[src/rtl/sseg_scan_decoder_if.sv]
// sseg_scan_decoder_if: scanned 7-segment pins and the value rebuilt from them
interface sseg_scan_decoder_if;
  logic [7:0]  anode;
  logic [7:0]  cathode;
  logic [31:0] value;
  logic        frame_valid;
  logic        frame_err;
  logic [7:0]  dp_out;
  modport master(output anode, cathode, input value, frame_valid, frame_err, dp_out);
  modport slave(input anode, cathode, output value, frame_valid, frame_err, dp_out);
endinterface

[src/rtl/sseg_scan_decoder.sv]
// sseg_scan_decoder: rebuilds the 32-bit hex value from a scanned 7-seg display; SSEG_DP_CAPTURE_EN adds decimal-point capture
module sseg_scan_decoder #(
  parameter int SYNC_STAGES   = 2,
  parameter int SETTLE_CYCLES = 4
) (
  input logic             clk,
  input logic             reset,
  sseg_scan_decoder_if.slave s
);
  localparam int CW = $clog2(SETTLE_CYCLES + 1);
  typedef enum logic {WAIT, HELD} state_t;
  state_t        state, state_nxt;
  logic [15:0]   sync_q [SYNC_STAGES];
  logic [15:0]   prev, cur;
  logic [CW-1:0] count, count_nxt;
  logic          changed, one_hot, sample, complete, err, acc, frame_valid, frame_err;
  logic [2:0]    idx;
  logic [3:0]    nib;
  logic [7:0]    mask, bit_i;
  logic [31:0]   shadow, merged, value;
  assign cur     = sync_q[SYNC_STAGES-1];
  assign changed = cur != prev;
  assign one_hot = $onehot(~cur[15:8]);
  assign bit_i   = 8'(1) << idx;
  assign complete = sample && !mask[idx] && ((mask | bit_i) == 8'hFF);
  assign s.value       = value;
  assign s.frame_valid = frame_valid;
  assign s.frame_err   = frame_err;
  // Synchronize the pins and keep the previous synced word for change detection
  always_ff @(posedge clk or negedge reset)
    if (!reset) begin
      for (int k = 0; k < SYNC_STAGES; k++) sync_q[k] <= '1;
      prev <= '1;
    end else begin
      sync_q[0] <= {s.anode, s.cathode};
      for (int k = 1; k < SYNC_STAGES; k++) sync_q[k] <= sync_q[k-1];
      prev <= cur;
    end
  // Selected digit index; only meaningful when the anode word is one-hot-low
  always_comb begin
    idx = '0;
    for (int k = 0; k < 8; k++) if (!cur[8+k]) idx = 3'(k);
  end
  // Segment pattern to nibble; unknown patterns decode to 0 and flag an error
  always_comb begin
    nib = 4'h0;
    err = 1'b0;
    case (cur[6:0])
      7'h40: nib = 4'h0;
      7'h79: nib = 4'h1;
      7'h24: nib = 4'h2;
      7'h30: nib = 4'h3;
      7'h19: nib = 4'h4;
      7'h12: nib = 4'h5;
      7'h02: nib = 4'h6;
      7'h78: nib = 4'h7;
      7'h00: nib = 4'h8;
      7'h10: nib = 4'h9;
      7'h08: nib = 4'hA;
      7'h03: nib = 4'hB;
      7'h46: nib = 4'hC;
      7'h21: nib = 4'hD;
      7'h06: nib = 4'hE;
      7'h0E: nib = 4'hF;
      default: err = 1'b1;
    endcase
  end
  // Shadow value with the digit being sampled merged in
  always_comb begin
    merged = shadow;
    merged[{idx, 2'b00} +: 4] = nib;
  end
  // Settle FSM state and counter registers
  always_ff @(posedge clk or negedge reset)
    if (!reset) begin
      state <= WAIT;
      count <= '0;
    end else begin
      state <= state_nxt;
      count <= count_nxt;
    end
  // Count stable cycles in WAIT, sample once per dwell, leave HELD on any pin change
  always_comb begin
    state_nxt = state;
    count_nxt = count;
    sample    = 1'b0;
    if (state == WAIT) begin
      count_nxt = changed ? '0 : (count == CW'(SETTLE_CYCLES) ? count : count + 1'b1);
      if (!changed && count == CW'(SETTLE_CYCLES - 1) && one_hot) begin
        sample    = 1'b1;
        state_nxt = HELD;
      end
    end else if (changed) begin
      state_nxt = WAIT;
      count_nxt = '0;
    end
  end
  // Assemble digits into the shadow; publish on a full frame, restart the mask on a scan wrap
  always_ff @(posedge clk or negedge reset)
    if (!reset) begin
      shadow      <= '0;
      mask        <= '0;
      acc         <= 1'b0;
      value       <= '0;
      frame_valid <= 1'b0;
      frame_err   <= 1'b0;
    end else begin
      frame_valid <= complete;
      if (sample) begin
        shadow <= merged;
        mask   <= mask[idx] ? bit_i : (complete ? 8'h00 : mask | bit_i);
        acc    <= mask[idx] ? err : (!complete && (acc | err));
      end
      if (complete) begin
        value     <= merged;
        frame_err <= acc | err;
      end
    end
`ifdef SSEG_DP_CAPTURE_EN
  logic [7:0] dp_shadow, dp_merged, dp_q;
  assign dp_merged = (dp_shadow & ~bit_i) | (cur[7] ? 8'h00 : bit_i);
  assign s.dp_out  = dp_q;
  // Capture active-low decimal points per digit and publish them with the frame
  always_ff @(posedge clk or negedge reset)
    if (!reset) begin
      dp_shadow <= '0;
      dp_q      <= '0;
    end else begin
      if (sample) dp_shadow <= dp_merged;
      if (complete) dp_q <= dp_merged;
    end
`else
  assign s.dp_out = 8'h00;
`endif
endmodule

[src/flat_wrapper.sv]
// flat-port wrapper written by rule: the top's interface ports become plain ports
module sseg_scan_decoder_flat 
#(
  parameter int SYNC_STAGES   = 2,
  parameter int SETTLE_CYCLES = 4
)
  (clk, reset, s_anode, s_cathode, s_value, s_frame_valid, s_frame_err, s_dp_out);
  sseg_scan_decoder_if s_i ();
  input logic clk;
  input logic reset;
  input wire logic [$bits(s_i.anode)-1:0] s_anode;
  input wire logic [$bits(s_i.cathode)-1:0] s_cathode;
  output wire logic [$bits(s_i.value)-1:0] s_value;
  output wire logic [$bits(s_i.frame_valid)-1:0] s_frame_valid;
  output wire logic [$bits(s_i.frame_err)-1:0] s_frame_err;
  output wire logic [$bits(s_i.dp_out)-1:0] s_dp_out;
  assign s_i.anode = s_anode;
  assign s_i.cathode = s_cathode;
  assign s_value = s_i.value;
  assign s_frame_valid = s_i.frame_valid;
  assign s_frame_err = s_i.frame_err;
  assign s_dp_out = s_i.dp_out;
  sseg_scan_decoder #(.SYNC_STAGES(SYNC_STAGES), .SETTLE_CYCLES(SETTLE_CYCLES)) u_core (.clk(clk), .reset(reset), .s(s_i));
endmodule
[config.mk]
export PLATFORM = sky130hd
export DESIGN_NAME = sseg_scan_decoder_flat
export DESIGN_NICKNAME = d
export VERILOG_FILES = /design/src/rtl/sseg_scan_decoder_if.sv /design/src/rtl/sseg_scan_decoder.sv /design/src/flat_wrapper.sv
export SDC_FILE = /design/constraint.sdc
export NUM_CORES = 1
export LEC_CHECK = 0
export BUFFER_PORTS_ARGS = -buffer_cell sky130_fd_sc_hd__buf_2
export CAP_MARGIN = 20
export CORE_MARGIN = 2
export CORE_UTILIZATION = 50
export CTS_BUF_LIST = sky130_fd_sc_hd__clkbuf_8
export CTS_CLUSTER_DIAMETER = 40
export DETAILED_ROUTE_END_ITERATION = 10
export PLACE_DENSITY = 0.74
export SLEW_MARGIN = 30
export SYNTH_ARGS = -nofsm -noshare
export SYNTH_HDL_FRONTEND = slang
export SYNTH_SLANG_ARGS = --single-unit
[constraint.sdc]
create_clock -name clk -period 7.9 [get_ports clk]
set_clock_uncertainty 0.15 [all_clocks]
set_input_delay 2.37 -clock clk [delete_from_list [all_inputs] [get_ports clk]]
set_output_delay 2.37 -clock clk [all_outputs]
set_load 0.05 [all_outputs]
==> results of run 1 <==
[worst max-delay path, delay by kind of cell, from the launching register on]
| kind | cells | cell delay (ns) |
|---|---|---|
| fa+ha+maj | 5 | 1.93 |
| buf+inv | 5 | 0.74 |
| flops | 1 | 0.63 |
| mux | 1 | 0.30 |
| simple gates | 4 | 1.35 |
[kinds of logic (layout without fill, tap and decap cells)]
kind of cell,after synthesis,in the layout,share of synthesized area
multiplexers,54,54,0.09708
other,1,8,0.0006125
XOR/XNOR,18,18,0.02575
buffers and inverters,62,113,0.04885
AO/OA/AOI/OAI,96,96,0.1044
AND/OR/NAND/NOR,170,170,0.1465
adder cells (fa/ha/maj),21,21,0.04782
flip-flops,127,127,0.5289
[worst paths after layout]
| check | from | to | slack (ns) |
|---|---|---|---|
| worst max-delay path | u_core.cur[14] | u_core.s.value[20] | 2.68 |
| worst min-delay path | u_core.sync_q[16] | u_core.cur[0] | 0.21 |
| worst max register to register | u_core.cur[14] | u_core.s.value[20] | 2.68 |
| worst min register to register | u_core.sync_q[16] | u_core.cur[0] | 0.21 |
| max in group asynchronous | reset | u_core.shadow[10] | 4.46 |
| min in group asynchronous | reset | u_core.s.value[27] | 1.88 |
[per-layer routing]
layer / vias up / share of wire / global-route usage
met5: - / 0 / 0
met4: 0 / 0.017 / 0.07317
met3: 16 / 0.038 / 0.04659
met2: 78 / 0.49 / 0.3030
met1: 2082 / 0.45 / 0.2528
li1: 1977 / - / -
[cell usage after synthesis, types with 5 or more instances]
cell type / count
clkbuf_1: 11
o21ai_0: 12
inv_1: 22
nor2_4: 5
a21oi_1: 19
nor3_1: 14
nand3_1: 10
ha_1: 17
buf_4: 11
nor2_1: 29
mux2_2: 27
nand2b_1: 9
dfstp_2: 48
dfrtp_1: 79
nand3b_1: 5
nand2_1: 61
nor4_1: 5
o21ai_1: 32
mux2i_1: 23
buf_2: 8
xor2_1: 17
[power groups by stage]
stage	Sequential, µW	Combinational (µW)	Clock, µW
after global placement	700	89.4	0
final	690	92.8	557
after detailed placement	701	92.3	0
after global routing	692	105	602
after floorplan	691	72.0	0
after CTS	690	94.2	574
[metrics by stage]
stage	instance area [µm²]	hold slack, ns	std cells	util	power, µW
finish	6823	0.2052	754	0.5704	1339
global route	6823	0.2107	754	0.5704	1399
CTS	6823	0.2075	754	0.5704	1358
detailed placement	6424	0.1975	722	0.5370	793.3
global placement	6424	0.1953	722	0.5370	789.5
floorplan	6148	0.1952	556	-	762.8
[registers in the layout (all words and copies together), names as in the netlist]
signal                flops
u_core.s.frame_valid      1
u_core.cur               16
u_core.prev              16
u_core.shadow            32
u_core.count              3
u_core.sync_q            16
u_core.state              1
u_core.s.value           32
u_core.mask               8
u_core.acc                1
u_core.s.frame_err        1
[final cells by class]
type,instances,area share
Inverter,28,0.01650
Tap cell,147,0.02696
Timing Repair Buffer,53,0.03998
Clock buffer,18,0.03631
Multi-Input combinational cell,367,0.3835
Clock inverter,14,0.02219
Sequential cell,127,0.4746
==> impl_metrics.yaml, run 1 <==
run_status:
  status: "complete, no violations"
yosys:
  synthTopCellsByArea: "dfrtp_1, dfstp_2, mux2_2"
  yosysWarnings: 0
  yosysUniqueCellTypes: 66
  async_reset_ff_frac: 1.000
  yosysTopAreaCellShare: 0.3229
  yosysSeqAreaShare: 0.5289
  synth_edf_count: 0
  synth_area_um2: 6122
  synthCells: 549
  synth_top_area_cell: "dfrtp_1"
  synth_ff_type: "dfrtp_1"
  ys_ff_latch: 127
  syn_avg_cell_area_um2: 11.15
min_path:
  hold_class: "reg2reg"
  hold_depth: 0
setup_path:
  crit_slowest_cell: "dfstp_2"
  crit_path_max_fanout: 52
  worstPathRequired_ns: 8.08
  cp_cell_sequence: "inv_2 -> ha_1 -> fa_1 -> inv_1 -> fa_1 -> inv_1 -> ha_1 -> fa_1 -> nor4b_1 -> nand3_1 -> nor2_4 -> nand4bb_2 -> buf_4 -> inv_4 -> mux2_4"
  arrival_ns: 5.39
  reg2regPathDepth: 15
  criticalPathCategory: "reg2reg"
  start_kind: "flop"
  cp_common_cell: "fa_1"
  crit_path_end_kind: "flop"
  slowest_delay_ns: 0.63
cts:
  cts-hold-fix-buffers: 0
  cts_setup_buffers: 0
  tritoncts: "yes"
  clockBufferDepth: 2
  h-tree-depth: 4
  cts.sinks: 127
  clkTransAtPathRegs_ns: 0.08
  clk_latency_ns: 0.43
  numCtsBuffers: 17
  cts_root_buffer: "clkbuf_8"
  cts_resized: 0
final_layout:
  layout.cells.most_common: "dfrtp_1"
  seqCellArea_um2: 3238
  multiInputGateArea_um2: 2616
  final_cell_mix: "dfrtp_1, nand2_1, buf_2, dfstp_2, o21ai_1"
  nFillCells: 1007
  final_nets: 633
  diodes: 0
  drive_gt1_frac: 0.3114
  area_delta_synth_final_pct: 11.44
sta:
  period_share: 0.6606
  setup_ws_ns: 2.682
  rsz0062_at_grt: "false"
  fin_setup_tns_ns: 0
  max_freq_mhz: 191.6
  period_minus_slack_ns: 5.218
  max-slew-margin-rel: 0.4812
  worstMarginPinSlew_ns: 0.7782
  finalSetupViolations: 0
  drv_slew: 0
  finalHoldViolations: 0
global_routing:
  antenna_found_initial: 0
  first_global_vias: 4047
  grtUsageTotal: 0.1903
  grt_max_degree: 66
  grt_pass1_wl_mm: 19.46
  grt_overflow: 0
pwr:
  ir_drop_mv: 0.1130
  pwr-share-seq: 0.515
  leakage_uw: 0.003085
  p_comb_frac: 0.069
  clkPwrFrac: 0.416
  switchingPower_uw: 321.1
  power_switching_share: 0.2397
  p_int_uw: 1018
  power.density_nw_per_um2: 196.3
detailed_routing:
  drt-pass1-iter-count: 4
  routed_wl_mm: 11.66
  viasPerCell: 5.508
  first_iter_violations: 218
  drc: 0
  antenna_left: 0
  routed-via-count: 4153
  wl_per_cell_um: 15.46
placed_design:
  io_buffers: 51
  hpwl_mm: 8.063
  place.gp.congestion: 0.8425
  pre_cts_slack_ns: 2.716
die:
  start_util: 0.5118
  core_um2: 11960
  io_pins: 60
  rows: 40
  fp.dieArea_um2: 13150
  fp.dieH_um: 114.7
  dieWidth_um: 114.7
flow_run:
  drv_cap: 0
Power figures use the tool's default switching activity.
==> run 2: changes to the inputs <==
==> constraint.sdc (replaced) <==
create_clock -name clk -period 5.1 [get_ports clk]
set_clock_uncertainty 0.15 [all_clocks]
set_input_delay 1.53 -clock clk [delete_from_list [all_inputs] [get_ports clk]]
set_output_delay 1.53 -clock clk [all_outputs]
set_load 0.05 [all_outputs]
==> run 2 against run 1 <==
  * Clock power is 38% higher
  * Non-clock buffer count up 2
  * Maximum frequency is 15% higher
  * First-iteration DRC count is 32% higher
  * Cell area down 0.35%
  * Sequential share of layout area grew 0.17 points
  * Sequential cell count stayed put
  * Worst setup slack got worse by 2.1 ns
  * Hold slack about the same
==> impl_metrics.yaml, run 2 (same netlist as run 1, synthesis figures left out) <==
detailed_routing:
  drc: 0
  viasPerCell: 5.511
  first_iter_violations: 287
  drt-pass1-iter-count: 5
  antenna_left: 0
  wl_per_cell_um: 15.84
  routed_wl_mm: 11.98
  routed-via-count: 4166
final_layout:
  final_cell_mix: "dfrtp_1, nand2_1, buf_2, dfstp_2, o21ai_1"
  drive_gt1_frac: 0.3087
  largest_registers: "u_core.s.value: 32 flops, u_core.shadow: 32 flops"
  finalInstanceArea_um2: 6799
  final_nets: 635
  diodes: 0
  area_delta_synth_final_pct: 11.06
  layout.cells.most_common: "dfrtp_1"
sta:
  worstMarginPinSlew_ns: 0.7067
  max_freq_mhz: 220.9
  finalHoldViolations: 0
  fin_setup_tns_ns: 0
  period_minus_slack_ns: 4.527
  hold_ws_ns: 0.2053
  max-slew-margin-rel: 0.5271
  period_share: 0.8876
  finalSetupViolations: 0
  rsz0062_at_grt: "false"
  drv_slew: 0
die:
  fp.dieH_um: 114.7
  rows: 40
  dieWidth_um: 114.7
  fp.dieArea_um2: 13150
  io_pins: 60
  core_um2: 11960
  start_util: 0.5118
cts:
  numCtsBuffers: 17
  tritoncts: "yes"
  h-tree-depth: 4
  cts_setup_buffers: 0
  cts.sinks: 127
  clkTransAtPathRegs_ns: 0.06
  clockBufferDepth: 2
  cts-hold-fix-buffers: 0
  cts_root_buffer: "clkbuf_8"
  clk_latency_ns: 0.44
  cts_resized: 0
setup_path:
  worstPathRequired_ns: 5.26
  arrival_ns: 4.69
  start_kind: "flop"
  criticalPathCategory: "reg2reg"
  crit_path_end_kind: "flop"
  crit_path_max_fanout: 14
pwr:
  power.density_nw_per_um2: 291.2
  ir_drop_mv: 0.1666
  leakage_uw: 0.003086
  p_total_uw: 1980
placed_design:
  place.gp.congestion: 0.8835
  placed_cell_area_um2: 6451
  hpwl_mm: 8.212
  io_buffers: 51
global_routing:
  grt_pass1_wl_mm: 20.46
  first_global_vias: 4189
  grt_overflow: 0
  grt_max_degree: 128
  antenna_found_initial: 0
  grtUsageTotal: 0.1999
flow_run:
  drv_cap: 0
run_status:
  status: "complete, no violations"
min_path:
  hold_class: "reg2reg"
[run 2: power breakdown]
group	switching, µW	internal (µW)	total (µW)	leakage, µW
logic	98.0	48.4	146	0.00127
registers	25.1	1040	1070	0.00161
clock network	370	396	766	0.000203
total	493	1490	1980	0.00309
[run 2: per-layer routing]
| metal | track usage | up-vias | share of wire |
|---|---|---|---|
| met5 | 0 | - | 0 |
| met4 | 0.08130 | 0 | 0.017 |
| met3 | 0.04817 | 22 | 0.042 |
| met2 | 0.3195 | 128 | 0.50 |
| met1 | 0.2626 | 2031 | 0.44 |
| li1 | - | 1985 | - |
[run 2: stage by stage]
stage            util  instances  setup slack, ns
6_report       0.5684        756           0.5735
5_1_grt        0.5684        756           0.3016
4_1_cts        0.5684        756           0.5906
3_5_place_dp   0.5393        724           0.6131
3_3_place_gp   0.5393        724           0.7844
2_1_floorplan       -        556           0.8412
[run 2: final cells by class]
| cell class | instances | area (µm²) |
|---|---|---|
| well taps | 147 | 183.9 |
| inverters | 28 | 112.6 |
| flip-flops and latches | 127 | 3238 |
| clock buffers | 19 | 261.5 |
| multi-input cells | 367 | 2616 |
| repair buffers | 55 | 300.3 |
| fillers | 972 | 5162 |
| clock inverters | 13 | 86.33 |
[run 2: worst max-delay path: stages, from the launching register on]
cell and delay [ns]:
dfstp_2 0.64, inv_1 0.08, ha_1 0.21, fa_1 0.55, inv_1 0.06, fa_1 0.52, inv_1 0.05, ha_1 0.21
fa_1 0.44, nor4b_1 0.27, nand3_1 0.22, nor2_4 0.22, buf_4 0.25, o31ai_4 0.14, a21oi_1 0.28, nor3_1 0.10
[run 2: final timing paths]
| path | startpoint | endpoint | slack [ns] | depth (start not counted) |
|---|---|---|---|---|
| setup / recovery | u_core.cur[15] | u_core.mask[2] | 0.57 | 15 |
| hold / removal | u_core.sync_q[28] | u_core.cur[12] | 0.21 | 0 |
| setup reg to reg | u_core.cur[15] | u_core.mask[2] | 0.57 | 15 |
| hold reg to reg | u_core.sync_q[28] | u_core.cur[12] | 0.21 | 0 |
| max in group asynchronous | reset | u_core.shadow[2] | 3.29 | 2 |
| min in group asynchronous | reset | u_core.s.value[8] | 1.06 | 2 |
==> run 3: changes to the inputs <==
--- a/config.mk
+++ b/config.mk
@@ -12,7 +12,7 @@
 export CTS_BUF_LIST = sky130_fd_sc_hd__clkbuf_8
 export CTS_CLUSTER_DIAMETER = 40
 export DETAILED_ROUTE_END_ITERATION = 10
-export PLACE_DENSITY = 0.74
+export PLACE_DENSITY_LB_ADDON = 0.05
 export SLEW_MARGIN = 30
 export SYNTH_ARGS = -nofsm -noshare
 export SYNTH_HDL_FRONTEND = slang
==> constraint.sdc (replaced) <==
create_clock -name clk -period 5.4 [get_ports clk]
set_clock_uncertainty 0.15 [all_clocks]
set_input_delay 1.62 -clock clk [delete_from_list [all_inputs] [get_ports clk]]
set_output_delay 1.62 -clock clk [all_outputs]
set_load 0.05 [all_outputs]
==> run 3 against run 2 <==
  * Clock power increased by 4.7%
  * Critical path depth unchanged
  * Power decreased by 1.7%
  * Hold slack got worse by 0.0014 ns
  * Maximum frequency decreased by 6.3%
  * Worst setup slack got worse by 0.0049 ns
  * Via count decreased by 3.1%
  * Critical endpoint is now u_core.acc
  * Routed wire length decreased by 3.2%
  * Largest cell class unchanged
  * Sequential share of layout area decreased by 0.15 points
  * Clock-buffer cell count decreased by 1
  * Sequential cell count unchanged
  * First-iteration DRC count decreased by 24%
==> impl_metrics.yaml, run 3 (same netlist as run 1, synthesis figures left out) <==
min_path:
  hp-start: "u_core.sync_q[30]"
  whs_endpoint: "u_core.cur[14]"
  hold_class: "reg2reg"
  hold_depth: 0
detailed_routing:
  wl_per_cell_um: 15.36
  viasPerCell: 5.347
  routed-via-count: 4037
  routed_wl_mm: 11.60
  antenna_left: 0
  drt-pass1-iter-count: 5
  drc: 0
  first_iter_violations: 217
die:
  dieWidth_um: 114.7
  fp.dieArea_um2: 13150
  fp.dieH_um: 114.7
  core_um2: 11960
  start_util: 0.5118
  io_pins: 60
  rows: 40
sta:
  hold_ws_ns: 0.2038
  max_freq_mhz: 207.0
  fin_setup_tns_ns: 0
  drv_slew: 0
  finalSetupViolations: 0
  finalHoldViolations: 0
  worstMarginPinSlew_ns: 0.6972
  rsz0062_at_grt: "false"
  setup_ws_ns: 0.5686
  period_share: 0.8947
  max-slew-margin-rel: 0.5335
  period_minus_slack_ns: 4.831
cts:
  cts_setup_buffers: 0
  h-tree-depth: 4
  numCtsBuffers: 17
  cts_resized: 0
  tritoncts: "yes"
  cts_root_buffer: "clkbuf_8"
  cts.sinks: 127
  clk_latency_ns: 0.44
  clockBufferDepth: 2
  cts-hold-fix-buffers: 0
  clkTransAtPathRegs_ns: 0.07
setup_path:
  criticalPathCategory: "reg2reg"
  cp-startpoint: "u_core.cur[14]"
  start_kind: "flop"
  worst-r2r-setup-slack_ns: 0.57
  reg2reg_to: "u_core.acc"
  crit_path_end_kind: "flop"
  reg2regPathDepth: 15
  r2r-start: "u_core.cur[14]"
  crit_path_max_fanout: 61
  arrival_ns: 4.99
  worstPathRequired_ns: 5.56
final_layout:
  drive_gt1_frac: 0.3174
  finalInstanceArea_um2: 6820
  area_delta_synth_final_pct: 11.40
  diodes: 0
  seqCellArea_um2: 3238
  layout.cells.most_common: "dfrtp_1"
  multiInputGateArea_um2: 2616
  final_cell_mix: "dfrtp_1, nand2_1, buf_2, dfstp_2, o21ai_1"
  largest_registers: "u_core.s.value: 32 flops, u_core.shadow: 32 flops"
  final_nets: 634
  nFillCells: 1017
global_routing:
  grtUsageTotal: 0.1993
  antenna_found_initial: 0
  grt_overflow: 0
  first_global_vias: 4098
  grt_max_degree: 62
  grt_pass1_wl_mm: 20.33
flow_run:
  drv_cap: 0
pwr:
  leakage_uw: 0.003073
  ir_drop_mv: 0.2115
  p_total_uw: 1946
  power.density_nw_per_um2: 285.3
placed_design:
  place.gp.congestion: 0.8482
  hpwl_mm: 8.034
  placed_cell_area_um2: 6431
  pre_cts_slack_ns: 0.5381
  io_buffers: 51
run_status:
  status: "complete, no violations"
==> run 3: cell count changes in the layout (fill, tap and decap cells not counted) <==
cell        delta
buf_12         -1
clkinv_4       +3
clkbuf_8       -1
clkinvlp_4     +1
clkinv_2       +1
inv_1          -6
bufinv_16      +1
inv_6          +1
==> run 3: area by class of cell <==
class                      count  share of cell area
sequential                   127              0.4748
clock buffer                  18             0.03632
multi-input combinational    367              0.3836
inverter                      28             0.01651
tap                          147             0.02697
clock inverter                14             0.02073
timing repair buffer          54             0.04109
==> run 3: worst max path at each step <==
stage / end / slack (ns) / cells after the start
2_1_floorplan: u_core.s.value[12] / 1.14 / 16
3_3_place_gp: u_core.mask[4] / 0.76 / 15
3_5_place_dp: u_core.acc / 0.54 / 15
4_1_cts: u_core.acc / 0.53 / 15
5_1_grt: u_core.s.value[13] / 0.25 / 15
6_report: u_core.acc / 0.57 / 15
==> run 3: stage by stage <==
step | cells | util
after floorplan | 556 | -
after global placement | 723 | 0.5377
after detailed placement | 723 | 0.5377
after CTS | 755 | 0.5702
after global routing | 755 | 0.5702
final | 755 | 0.5702
==> run 3: critical path, stage by stage, from the launching register on <==
cell and delay (ns):
dfstp_2 0.63, inv_2 0.08, ha_1 0.22, fa_1 0.53
inv_1 0.06, fa_1 0.53, inv_1 0.04, ha_1 0.20
fa_1 0.44, nor4b_1 0.31, nand3_1 0.22, nor2_4 0.46
nand4bb_2 0.21, buf_4 0.35, o21ai_0 0.16, a21oi_1 0.09
==> run 3: power by group <==
part	switching, µW	internal [µW]
clock	382	420
sequential	23.6	985
combinational	91.1	44.3
total	496	1450
==> run 3: routing by layer <==
layer  vias up  wire length (µm)  share of wire  GRT usage
li1       1984                 -              -          -
met1      1948              5534           0.48     0.2776
met2        94              5423           0.47     0.3010
met3        11               508          0.044    0.05929
met4         0               131          0.011    0.06341
met5         -                 0              0          0
